--- config.mk ---
export PLATFORM = sky130hd
export DESIGN_NAME = sync_fifo_flags
export DESIGN_NICKNAME = d
export VERILOG_FILES = /design/src/rtl/sync_fifo_pkg.sv /design/src/rtl/fifo_mem_1r1w.sv /design/src/rtl/sync_fifo_flags.sv
export SDC_FILE = /design/constraint.sdc
export NUM_CORES = 1
export LEC_CHECK = 0
export ABC_AREA = 1
export BUFFER_PORTS_ARGS = -buffer_cell sky130_fd_sc_hd__buf_4
export CORE_MARGIN = 3
export CORE_UTILIZATION = 64
export CTS_CLUSTER_SIZE = 28
export DETAILED_ROUTE_END_ITERATION = 8
export HOLD_SLACK_MARGIN = 0.12
export PLACE_DENSITY = 0.93
export SLEW_MARGIN = 20
export SYNTH_ARGS = -nofsm -noshare
export SYNTH_HDL_FRONTEND = slang
export SYNTH_SLANG_ARGS = --single-unit
--- constraint.sdc ---
create_clock -name clk -period 3.2 [get_ports clk]
set_input_delay 0.32 -clock clk [delete_from_list [all_inputs] [get_ports clk]]
set_output_delay 0.32 -clock clk [all_outputs]
set_load 0.005 [all_outputs]
--- src/rtl/sync_fifo_pkg.sv ---
// Shared constants and width helpers for the synchronous FIFO and its storage.
package sync_fifo_pkg;

  localparam int DEFAULT_DATA_WIDTH = 8;
  localparam int DEFAULT_DEPTH      = 8;
  localparam int DEFAULT_AE_LEVEL   = 2;

  // Pointer width: enough bits to address DEPTH entries.
  function automatic int ADDR_W(input int depth);
    return $clog2(depth);
  endfunction

  // Occupancy width: one extra bit so the value DEPTH itself is representable.
  function automatic int CNT_W(input int depth);
    return $clog2(depth) + 1;
  endfunction

endpackage

--- src/rtl/fifo_mem_1r1w.sv ---
// Storage for the synchronous FIFO: one synchronous write port and one
// registered read port. The array itself is never reset so it maps to block RAM;
// only the read data register is cleared.
module fifo_mem_1r1w
  import sync_fifo_pkg::*;
#(
  parameter int DATA_WIDTH = DEFAULT_DATA_WIDTH,
  parameter int DEPTH      = DEFAULT_DEPTH
) (
  input  logic                      clk,
  input  logic                      reset,
  input  logic                      wr_en,
  input  logic [ADDR_W(DEPTH)-1:0]  wr_addr,
  input  logic [DATA_WIDTH-1:0]     wr_data,
  input  logic                      rd_en,
  input  logic [ADDR_W(DEPTH)-1:0]  rd_addr,
  output logic [DATA_WIDTH-1:0]     rd_data
);

  logic [DATA_WIDTH-1:0] mem [DEPTH];
  logic [DATA_WIDTH-1:0] rd_data_reg;

  // Write port: store the word on an accepted write.
  always_ff @(posedge clk) begin
    if (wr_en) begin
      mem[wr_addr] <= wr_data;
    end
  end

  // Read port: register the addressed word on an accepted read, hold otherwise.
  always_ff @(posedge clk) begin
    if (reset) begin
      rd_data_reg <= '0;
    end else if (rd_en) begin
      rd_data_reg <= mem[rd_addr];
    end
  end

  assign rd_data = rd_data_reg;

endmodule

--- src/rtl/sync_fifo_flags.sv ---
// Synchronous FIFO with occupancy count, full/empty and threshold flags.
// Optional sticky overflow/underflow flags are built only when the macro
// SYNC_FIFO_ERR_FLAGS_EN is defined; otherwise those ports are tied low.
module sync_fifo_flags
  import sync_fifo_pkg::*;
#(
  parameter int DATA_WIDTH = DEFAULT_DATA_WIDTH,
  parameter int DEPTH      = DEFAULT_DEPTH,
  parameter int AF_LEVEL   = DEPTH - 2,
  parameter int AE_LEVEL   = DEFAULT_AE_LEVEL
) (
  input  logic                     clk,
  input  logic                     reset,
  input  logic                     write_en,
  input  logic                     read_en,
  input  logic [DATA_WIDTH-1:0]    in,
  output logic [DATA_WIDTH-1:0]    out,
  output logic                     full,
  output logic                     empty,
  output logic                     almost_full,
  output logic                     almost_empty,
  output logic [CNT_W(DEPTH)-1:0]  count,
  output logic                     overflow,
  output logic                     underflow
);

  localparam int AW = ADDR_W(DEPTH);
  localparam int CW = CNT_W(DEPTH);

  localparam logic [CW-1:0] FULL_CNT = CW'(DEPTH);
  localparam logic [CW-1:0] AF_CNT   = CW'(AF_LEVEL);
  localparam logic [CW-1:0] AE_CNT   = CW'(AE_LEVEL);

  logic [AW-1:0] wr_ptr_reg;
  logic [AW-1:0] rd_ptr_reg;
  logic [CW-1:0] count_reg;
  logic [CW-1:0] count_next;
  logic          wr_accept;
  logic          rd_accept;

  // A request is honoured only when the FIFO can service it; when full and
  // both are requested the read wins, when empty the write wins.
  assign wr_accept = write_en & ~full;
  assign rd_accept = read_en & ~empty;

  assign full         = (count_reg == FULL_CNT);
  assign empty        = (count_reg == '0);
  assign almost_full  = (count_reg >= AF_CNT);
  assign almost_empty = (count_reg <= AE_CNT);
  assign count        = count_reg;

  fifo_mem_1r1w #(
    .DATA_WIDTH (DATA_WIDTH),
    .DEPTH      (DEPTH)
  ) u_mem (
    .clk     (clk),
    .reset   (reset),
    .wr_en   (wr_accept),
    .wr_addr (wr_ptr_reg),
    .wr_data (in),
    .rd_en   (rd_accept),
    .rd_addr (rd_ptr_reg),
    .rd_data (out)
  );

  // Occupancy changes only when exactly one side is accepted.
  always_comb begin
    count_next = count_reg;
    unique case ({wr_accept, rd_accept})
      2'b10:   count_next = count_reg + CW'(1);
      2'b01:   count_next = count_reg - CW'(1);
      default: count_next = count_reg;
    endcase
  end

  // Pointer and count registers; pointers wrap naturally since DEPTH is a power of two.
  always_ff @(posedge clk) begin
    if (reset) begin
      wr_ptr_reg <= '0;
      rd_ptr_reg <= '0;
      count_reg  <= '0;
    end else begin
      if (wr_accept) wr_ptr_reg <= wr_ptr_reg + AW'(1);
      if (rd_accept) rd_ptr_reg <= rd_ptr_reg + AW'(1);
      count_reg <= count_next;
    end
  end

`ifdef SYNC_FIFO_ERR_FLAGS_EN
  logic overflow_reg;
  logic underflow_reg;

  // Sticky error flags: set on any request the FIFO cannot honour, cleared only by reset.
  always_ff @(posedge clk) begin
    if (reset) begin
      overflow_reg  <= 1'b0;
      underflow_reg <= 1'b0;
    end else begin
      if (write_en && full)  overflow_reg  <= 1'b1;
      if (read_en  && empty) underflow_reg <= 1'b1;
    end
  end

  assign overflow  = overflow_reg;
  assign underflow = underflow_reg;
`else
  assign overflow  = 1'b0;
  assign underflow = 1'b0;
`endif

endmodule

==> flow_summary_export.csv <==
group,metric,value,unit
timing,worst_slew_margin_rel,37.8,%
hold_path,hold_end,"u_mem.mem[5][6]",
power,p_int,2.03,mW
cells_and_area,largest_register_ffs,64,
clocking,clkSinkCount,82,
routing,dr.pass1.iters,5,
timing,tns,0,ns
placed_design,numPlacedInstances,460,
grt,grt_max_degree,34,
cells_and_area,stdcell_count,476,
power,power,3.09,mW
cells_and_area,fillers,369,
floorplan,die_area,6710,um^2
clocking,cts_buffer_depth,2,
timing,tightest_slew,0.930,ns
placed_design,io_buffers,27,
worst_setup_path,r2r_slack,0.96,ns
clocking,clkTransAtPathRegs,0.08,ns
grt,antenna_found_initial,0,
status,status,"completed",
hold_path,hold_path.class,"input pin to flip-flop",
clocking,cts-htree-levels,3,
timing,max_freq,0.447,GHz
floorplan,start_util,66.6,%
worst_setup_path,rr_endpoint,"count[3]",
clocking,cts_hold_buffers,0,
logic_synthesis,synthTopCellsByCount,"97 x nand2_1, 64 x edfxtp_1, 64 x inv_1",
clocking,cts_inserted_buffers,9,
logic_synthesis,yosys_most_used_dff,"edfxtp_1",
timing,finalHoldViolations,0,
power,leakage,1.76,nW
logic_synthesis,yosys_warnings,0,
logic_synthesis,ys_seq_area_share,61.8,%
logic_synthesis,synthCells,375,
clocking,cts_tree,"built",
logic_synthesis,synth_top_area_share,52.1,%
power,switchingPower,1.05,mW
clocking,cts_root_buffer,"clkbuf_8",
timing,slew_viol_final,0,
routing,wire_per_inst,15.0,um
logic_synthesis,ys_types,30,
floorplan,die_h,81.9,um
grt,grt_pass1_wl,11.4,mm
logic_synthesis,syn_area_per_cell,9.84,um^2
power,irDropWorstVdd,0.481,mV
routing,viasPerCell,5.42,
logic_synthesis,synth-seq-cells,82,
timing,rsz0062_at_grt,"false",
worst_setup_path,worst_setup_path_start_kind,"flip-flop",
cells_and_area,drive_above_1_share,15.3,%
cells_and_area,multi_input_area,1020,um^2
routing,routed_wl,7.15,mm
placed_design,gp_congestion,0.805,
timing,skew,0.0114,ns
worst_setup_path,crit_path_end_kind,"flip-flop",
logic_synthesis,yosysTopAreaCell,"edfxtp_1",
logic_synthesis,synthArstFlopShare,0,%
routing,drc,0,
hold_path,holdCritStartpoint,"in[6]",
timing,fin_crit_sh,69.9,%
clocking,clk_latency,0.36,ns
power,p_per_area,758,nW/um^2
logic_synthesis,synthTopCellsByArea,"edfxtp_1 52%, nand2_1 9.9%, dfxtp_1 9.8%",
worst_setup_path,r2r-start,"count[3]",
clocking,cts_resized,0,
logic_synthesis,synthMostInstantiatedCell,"nand2_1",
grt,track_usage,23.8,%
worst_setup_path,critPathMaxFanout,14,
routing,vias,2579,
power,pwr-share-clk,24.6,%
timing,min_period,2.24,ns
timing,whs,0.195,ns
floorplan,core-area,5540,um^2
hold_path,whs_path_depth,1,
worst_setup_path,required,3.49,ns
worst_setup_path,rr_worst_depth,12,
power,seqPwrFrac,44.8,%
timing,setup_viol,0,
worst_setup_path,arrival,2.53,ns
cells_and_area,regArea,2280,um^2
routing,first_iter_violations,366,
cells_and_area,syn_to_final_growth,10.2,%
grt,first_global_vias,2325,
routing,ant_nets,0,
flow_run,cap_violations,0,
floorplan,rows,27,
cells_and_area,nNetsFinal,417,
power,combPwrFrac,30.6,%
floorplan,io_pins,30,
worst_setup_path,critical_path_class,"flip-flop to flip-flop",
clocking,post_cts_buffers,0,
floorplan,fp.dieW,81.9,um
logic_synthesis,synth_edf_count,64,
cells_and_area,fin_util,73.4,%
cells_and_area,antenna_cells,0,
placed_design,dp_hpwl,4.60,mm
logic_synthesis,syn_area,3690,um^2
grt,grt_overflow,0,
power,sw_frac_of_total,34.1,%
final cells by class:
class / count / share of cell area [%]
inverter: 68 / 6.49
multi-input combinational: 210 / 25.0
clock inverter: 4 / 1.26
tap: 72 / 2.21
clock buffer: 12 / 3.81
sequential: 82 / 56.1
timing repair buffer: 28 / 5.17
cells in the final DEF (no fill, tap or decap), types with 4 or more instances in the layout:
master	Yosys	layout
inv_1	64	64
dfxtp_1	18	18
nor2_1	15	15
a21oi_1	12	12
edfxtp_1	64	64
clkbuf_8	0	11
nand3_1	51	51
nand2_1	97	97
nand2_2	9	9
o21ai_0	4	4
ha_1	5	5
buf_4	4	28
power groups by stage:
stage | registers, mW | logic (mW) | clock network [mW]
global route | 1.40 | 1.06 | 0.825
floorplan | 1.35 | 0.738 | 0
finish | 1.38 | 0.943 | 0.759
global placement | 1.40 | 0.886 | 0
CTS | 1.38 | 0.940 | 0.772
detailed placement | 1.40 | 0.926 | 0
routing by layer:
metal	up-vias	share of wire, %	global-route usage (%)
met4	0	2.4	9.63
met2	124	49	38.4
met1	1192	40	31.0
li1	1246	-	-
met5	-	0	0
met3	17	8.2	5.92
critical path, stage by stage, from the launching register on:
cell and delay [ns]:
dfxtp_1 0.39, nor2_2 0.18, nand2_2 0.09, nand2_4 0.15
inv_2 0.13, ha_1 0.28, ha_1 0.31, or2_2 0.29
nand2_1 0.07, nand2_1 0.05, nand2_1 0.06, nand2_1 0.05
a21oi_1 0.11
stage by stage:
| step | instance area (um^2) | setup slack (ns) |
|---|---|---|
| final | 4070 | 0.962 |
| after floorplan | 3690 | 1.27 |
| after detailed placement | 3860 | 1.01 |
| after global routing | 4070 | 0.760 |
| after CTS | 4070 | 0.971 |
| after global placement | 3860 | 1.10 |
how the worst max path moves through the flow:
stage	from	to	slack, ns
global placement	count[3]	count[3]	1.10
detailed placement	count[3]	count[3]	1.01
floorplan	count[3]	count[3]	1.27
finish	count[3]	count[3]	0.96
CTS	count[3]	count[3]	0.97
global route	count[3]	count[3]	0.76
cell families (layout without fill, tap and decap cells):
kind of cell    after synthesis  count (layout)  synth area share, %
xor+xnor                      2               2                0.475
simple gates                180             180                 21.5
flops                        82              82                 61.8
fa+ha+maj                     6               6                 2.24
other cells                   1               2                0.102
buf+inv                      84             112                 10.7
compound gates               20              20                 3.15
(Power assumes the default switching activity.)
